[config.mk]
export PLATFORM = sky130hd
export DESIGN_NAME = squat_fwd_sched
export DESIGN_NICKNAME = d
export VERILOG_FILES = /design/src/rtl/squat_fwd_sched.sv
export SDC_FILE = /design/constraint.sdc
export NUM_CORES = 1
export LEC_CHECK = 0
export CAP_MARGIN = 15
export CORE_MARGIN = 4
export CORE_UTILIZATION = 45
export CTS_BUF_LIST = sky130_fd_sc_hd__clkbuf_4
export DETAILED_ROUTE_END_ITERATION = 12
export PLACE_DENSITY_LB_ADDON = 0.05
export SLEW_MARGIN = 25
export SYNTH_ARGS = -nofsm -noshare
export SYNTH_HDL_FRONTEND = slang
export SYNTH_SLANG_ARGS = --single-unit
export TNS_END_PERCENT = 5
[constraint.sdc]
create_clock -name clk -period 2 [get_ports clk]
set_input_delay 0.4 -clock clk [delete_from_list [all_inputs] [get_ports clk]]
set_output_delay 0.4 -clock clk [all_outputs]
set_load 0.1 [all_outputs]
[src/rtl/squat_fwd_sched.sv]
// squat_fwd_sched: forwarding scheduler for the SQUAT 4x4 Utopia switch.
// Picks an Rx buffer round-robin, drops the cell on a bad HEC, looks up the
// per-VPI forwarding entry, then loads the cell into every Tx buffer in the
// forward mask as each one becomes free, and finally pops the Rx buffer.
// Optional macro SQUAT_FWD_TIMEOUT_EN: abandons a cell whose remaining Tx
// ports stay busy for TIMEOUT cycles and adds the timeout_cnt output.
module squat_fwd_sched #(
   parameter int CNT_W   = 16,
   parameter int TIMEOUT = 1024
) (
   input  logic             clk,
   input  logic             rst,
   input  logic [3:0]       rx_valid,
   output logic [1:0]       rx_sel,
   output logic [3:0]       rx_pop,
   input  logic [7:0]       hdr_vpi,
   input  logic             hec_ok,
   output logic             lut_rd,
   output logic [7:0]       lut_addr,
   input  logic [15:0]      lut_data,
   input  logic [3:0]       tx_free,
   output logic [3:0]       tx_load,
   output logic [11:0]      nni_vpi,
   output logic             busy,
   output logic [CNT_W-1:0] hec_err_cnt,
`ifdef SQUAT_FWD_TIMEOUT_EN
   output logic [CNT_W-1:0] timeout_cnt,
`endif
   output logic [CNT_W-1:0] unrouted_cnt
);

   typedef enum logic [1:0] {IDLE, CHECK, LOOKUP, FWD} state_t;

   // A zero stall limit would abandon every multicast cell immediately.
   if (TIMEOUT < 1) begin : g_timeout_chk
      $error("squat_fwd_sched: TIMEOUT must be at least 1");
   end

   state_t            state_q, state_d;
   logic [1:0]        sel_q, sel_d;
   logic [1:0]        rr_ptr_q, rr_ptr_d;
   logic [3:0]        pending_q, pending_d;
   logic [11:0]       nni_vpi_q, nni_vpi_d;
   logic [CNT_W-1:0]  hec_err_cnt_q, hec_err_cnt_d;
   logic [CNT_W-1:0]  unrouted_cnt_q, unrouted_cnt_d;
   logic              grant_found;
   logic [1:0]        grant_idx;
   logic [1:0]        cand;
   logic [3:0]        pop_c;
   logic [3:0]        load_c;
   logic              rd_c;
`ifdef SQUAT_FWD_TIMEOUT_EN
   localparam int STALL_W = $clog2(TIMEOUT + 1);
   logic [STALL_W-1:0] stall_q, stall_d;
   logic [CNT_W-1:0]   timeout_cnt_q, timeout_cnt_d;
`endif

   // Round-robin search: first requesting buffer starting at rr_ptr.
   always_comb begin
      grant_found = 1'b0;
      grant_idx   = rr_ptr_q;
      cand        = rr_ptr_q;
      for (int k = 0; k < 4; k++) begin
         cand = rr_ptr_q + 2'(k);
         if (!grant_found && rx_valid[cand]) begin
            grant_found = 1'b1;
            grant_idx   = cand;
         end
      end
   end

   // Next-state logic plus the Mealy pulses (pop, load, read strobe).
   always_comb begin
      state_d        = state_q;
      sel_d          = sel_q;
      rr_ptr_d       = rr_ptr_q;
      pending_d      = pending_q;
      nni_vpi_d      = nni_vpi_q;
      hec_err_cnt_d  = hec_err_cnt_q;
      unrouted_cnt_d = unrouted_cnt_q;
      pop_c          = 4'b0000;
      load_c         = 4'b0000;
      rd_c           = 1'b0;
`ifdef SQUAT_FWD_TIMEOUT_EN
      stall_d        = stall_q;
      timeout_cnt_d  = timeout_cnt_q;
`endif
      case (state_q)
         IDLE: begin
            if (grant_found) begin
               sel_d    = grant_idx;
               rr_ptr_d = grant_idx + 2'd1;
               state_d  = CHECK;
            end
         end
         CHECK: begin
            if (!hec_ok) begin
               pop_c = 4'b0001 << sel_q;
               if (hec_err_cnt_q != '1) hec_err_cnt_d = hec_err_cnt_q + CNT_W'(1);
               state_d = IDLE;
            end else begin
               rd_c    = 1'b1;
               state_d = LOOKUP;
            end
         end
         LOOKUP: begin
            nni_vpi_d = lut_data[11:0];
            pending_d = lut_data[15:12];
`ifdef SQUAT_FWD_TIMEOUT_EN
            stall_d   = '0;
`endif
            if (lut_data[15:12] == 4'b0000) begin
               pop_c = 4'b0001 << sel_q;
               if (unrouted_cnt_q != '1) unrouted_cnt_d = unrouted_cnt_q + CNT_W'(1);
               state_d = IDLE;
            end else begin
               state_d = FWD;
            end
         end
         FWD: begin
            // Each port loads at most once: its pending bit clears on load.
            load_c    = pending_q & tx_free;
            pending_d = pending_q & ~tx_free;
            if (pending_d == 4'b0000) begin
               pop_c   = 4'b0001 << sel_q;
               state_d = IDLE;
            end
`ifdef SQUAT_FWD_TIMEOUT_EN
            else if (load_c != 4'b0000) begin
               stall_d = '0;
            end else if (32'(stall_q) + 1 >= TIMEOUT) begin
               pop_c     = 4'b0001 << sel_q;
               pending_d = 4'b0000;
               if (timeout_cnt_q != '1) timeout_cnt_d = timeout_cnt_q + CNT_W'(1);
               state_d   = IDLE;
            end else begin
               stall_d = stall_q + STALL_W'(1);
            end
`endif
         end
         default: state_d = IDLE;
      endcase
   end

   // Pulses are suppressed while reset is asserted so an abandoned cell never pops.
   always_comb begin
      rx_pop   = rst ? pop_c  : 4'b0000;
      tx_load  = rst ? load_c : 4'b0000;
      lut_rd   = rst ? rd_c   : 1'b0;
      lut_addr = (rst && rd_c) ? hdr_vpi : 8'h00;
   end

   // State and datapath registers with synchronous active-low reset.
   always_ff @(posedge clk) begin
      if (!rst) begin
         state_q        <= IDLE;
         sel_q          <= 2'd0;
         rr_ptr_q       <= 2'd0;
         pending_q      <= 4'b0000;
         nni_vpi_q      <= 12'h000;
         hec_err_cnt_q  <= '0;
         unrouted_cnt_q <= '0;
`ifdef SQUAT_FWD_TIMEOUT_EN
         stall_q        <= '0;
         timeout_cnt_q  <= '0;
`endif
      end else begin
         state_q        <= state_d;
         sel_q          <= sel_d;
         rr_ptr_q       <= rr_ptr_d;
         pending_q      <= pending_d;
         nni_vpi_q      <= nni_vpi_d;
         hec_err_cnt_q  <= hec_err_cnt_d;
         unrouted_cnt_q <= unrouted_cnt_d;
`ifdef SQUAT_FWD_TIMEOUT_EN
         stall_q        <= stall_d;
         timeout_cnt_q  <= timeout_cnt_d;
`endif
      end
   end

   assign rx_sel       = sel_q;
   assign nni_vpi      = nni_vpi_q;
   assign busy         = (state_q != IDLE);
   assign hec_err_cnt  = hec_err_cnt_q;
   assign unrouted_cnt = unrouted_cnt_q;
`ifdef SQUAT_FWD_TIMEOUT_EN
   assign timeout_cnt  = timeout_cnt_q;
`endif

endmodule

==> flow_metrics.tcl <==
set metrics [dict create \
    status "complete, but fails checks" \
    violations "setup timing" \
    die_area_um2 7060 \
    die_x_um 84.0 \
    wl_um 7300 \
    grt_max_degree 28 \
    worst_pin_slew_ns 0.378 \
    path_buf_inv 2 \
    via_count 2793 \
    syn_to_final_growth_pct 64.1 \
    relSlewSlack_pct 74.6 \
    p_switching_mw 0.759 \
    worstSetupPathType "flip-flop to primary output" \
    rsz0062_at_grt "true" \
    total_power_mw 2.25 \
    grt_pass1_wl_um 12300 \
    antenna_found_initial 0 \
    yosys_warnings 0 \
    cts.sinks 54 \
    cts_tree "yes" \
    multiInputGateArea_um2 1580 \
    gp_congestion 0.789 \
    p_leak_nw 1.73 \
    critPathMaxFanout 4 \
    crit_chain "nor2b_4, a2111oi_4, buf_4, o211a_1, o21ai_4, nor3b_4, buf_12" \
    max_freq_mhz 418 \
    async_reset_ff_share_pct 0 \
    drv_cap 0 \
    start_util_pct 46.9 \
    power.internal_mw 1.49 \
    regArea_um2 1100 \
    cellPowerDensity_nw_per_um2 526 \
    num_rows 27 \
    yosysSeqAreaShare_pct 41.6 \
    final-max-slew-violation-count 0 \
    setup-violations-final 13 \
    slowest_delay_ns 0.35 \
    drive_gt1_share_pct 34.8 \
    post-route-util_pct 77.0 \
    die_h_um 84.0 \
    gr-total-overflow 0 \
    clk_path_buf_depth 2 \
    cp_top_family "compound AO/OA/AOI/OAI gates" \
    ir_drop_v 0.000524 \
    layout_commonest_cell "buf_4" \
    core_area_um2 5540 \
    io_pins 99 \
    synth.distinct_cells 44 \
    hold_viol 0 \
    cts_buffers 5 \
    setup_ws_ns -0.391 \
    vias_per_cell 5.34 \
    drt-pass1-iter-count 4 \
    avgRoutedWirePerCell_um 14.0 \
    cts_hold_buf 0 \
    drc 0 \
    clock_power_share_pct 20.8 \
    pwr-share-comb_pct 27.4 \
    ys_ff_latch 54 \
    cp.required_ns 1.60 \
    finalCritPeriodShare_pct 120 \
    synth_edf_count 0 \
    power_switching_share_pct 33.8 \
    synth_nets 355 \
    syn_inst 318 \
    grt_usage_pct 20.5 \
    postRouteAntennaNets 0 \
    nNetsFinal 487 \
    crit_path_start_kind "flip-flop" \
    skew_ns 0.0178 \
    critPathCaptureType "primary output" \
    hold_path_class "input port to flip-flop" \
    cts_root_buf "clkbuf_4" \
    portBuffers 98 \
    grt_pass1_vias 2690 \
    drt_iter0_drc 98 \
    fin_crit_ns 2.39 \
    clock_latency_ns 0.36 \
    crit_path_top_delay_cell "dfxtp_2" \
    p_seq_share_pct 51.8 \
    arrival_ns 1.99 \
    dp_hpwl_um 5540 \
    cts_max_level 2 \
    path_clk_slew_ns 0.15 \
    netlist_area_um2 2600 \
    antenna_cells 0 \
    avgSynthCellArea_um2 8.18 \
    synth_ff_type "dfxtp_1" \
    nFillCells 424 \
    mostFrequentLayoutCells "78 x buf_4, 39 x dfxtp_1, 38 x nand2_1, 32 x nor2_1, 26 x a21oi_1" \
    tns_ns -2.02 \
]
## layout make-up
cell class	count	area share, %
Timing Repair Buffer	136	32.8
Inverter	9	0.909
Clock inverter	3	0.352
Sequential cell	54	25.9
Clock buffer	5	0.880
Tap cell	72	2.11
Multi-Input combinational cell	244	37.1
## registers in the layout, indices dropped and copies added, names as in the netlist
| signal | flops |
|---|---|
| pending_q | 4 |
| nni_vpi | 12 |
| rx_sel | 2 |
| state_q | 2 |
| hec_err_cnt | 16 |
| rr_ptr_q | 2 |
| unrouted_cnt | 16 |
## metrics by stage
step / std cells / area, um2 / hold slack (ns) / worst slack [ns]
2_1_floorplan: 318 / 2700 / 0.472 / -0.476
3_3_place_gp: 512 / 4120 / 0.443 / -0.608
3_5_place_dp: 512 / 4120 / 0.453 / -0.609
4_1_cts: 522 / 4220 / 0.450 / -0.473
5_1_grt: 523 / 4270 / 0.468 / -0.501
6_report: 523 / 4270 / 0.465 / -0.391
## kinds of logic after synthesis
| group | synth area share, % |
|---|---|
| adder cells (fa/ha/maj) | 0.962 |
| XOR/XNOR | 5.73 |
| flip-flops | 41.6 |
| AND/OR/NAND/NOR | 30.0 |
| multiplexers | 1.54 |
| buffers and inverters | 3.22 |
| AO/OA/AOI/OAI | 16.9 |
## power groups by stage
| stage | clock (mW) | sequential, mW | combinational [mW] |
|---|---|---|---|
| floorplan | 0 | 1.30 | 0.243 |
| global placement | 0 | 1.18 | 0.603 |
| detailed placement | 0 | 1.18 | 0.610 |
| CTS | 0.476 | 1.16 | 0.611 |
| global route | 0.524 | 1.17 | 0.651 |
| finish | 0.468 | 1.16 | 0.615 |
## metal layers
| metal | part of all wire (%) | GRT usage [%] | wire [um] | up-vias |
|---|---|---|---|---|
| li1 | - | - | - | 1400 |
| met1 | 42 | 25.5 | 3080 | 1297 |
| met4 | 1.9 | 4.82 | 136 | 0 |
| met5 | 0 | 0 | 0 | - |
| met3 | 5.5 | 4.15 | 405 | 12 |
| met2 | 50 | 36.4 | 3680 | 84 |
## cell usage after synthesis, types with 9 or more instances
library cell | number | area share (%)
a21oi_1 | 26 | 5.0
and2_1 | 12 | 2.9
clkbuf_1 | 9 | 1.3
dfxtp_1 | 54 | 42
inv_1 | 9 | 1.3
nand2_1 | 39 | 5.6
nand3_1 | 11 | 2.1
nand4_1 | 10 | 2.4
nor2_1 | 33 | 4.8
nor3_1 | 9 | 1.7
o21ai_0 | 17 | 3.3
xnor2_1 | 9 | 3.0
## tightest hold or removal path: stages
cell and delay (ns):
dlygate4sd2_1 0.23, a22oi_1 0.09, nor2_1 0.08
## path summary, 6_finish.rpt
check,start,to,slack (ns),depth (start not counted)
max reg2reg,unrouted_cnt[14],unrouted_cnt[1],0.11,6
min,lut_data[13],pending_q[1],0.46,3
max,pending_q[2],rx_pop[1],-0.39,7
min reg2reg,nni_vpi[5],nni_vpi[5],0.47,2
## repair_timing
item | 4_1_cts | 5_1_grt
pin swaps | 9 | 2
setup buffers | 2 | 1
setup endpoints to repair | 25 | 23
gates resized for setup | 18 | 9
(Power assumes the default switching activity.)
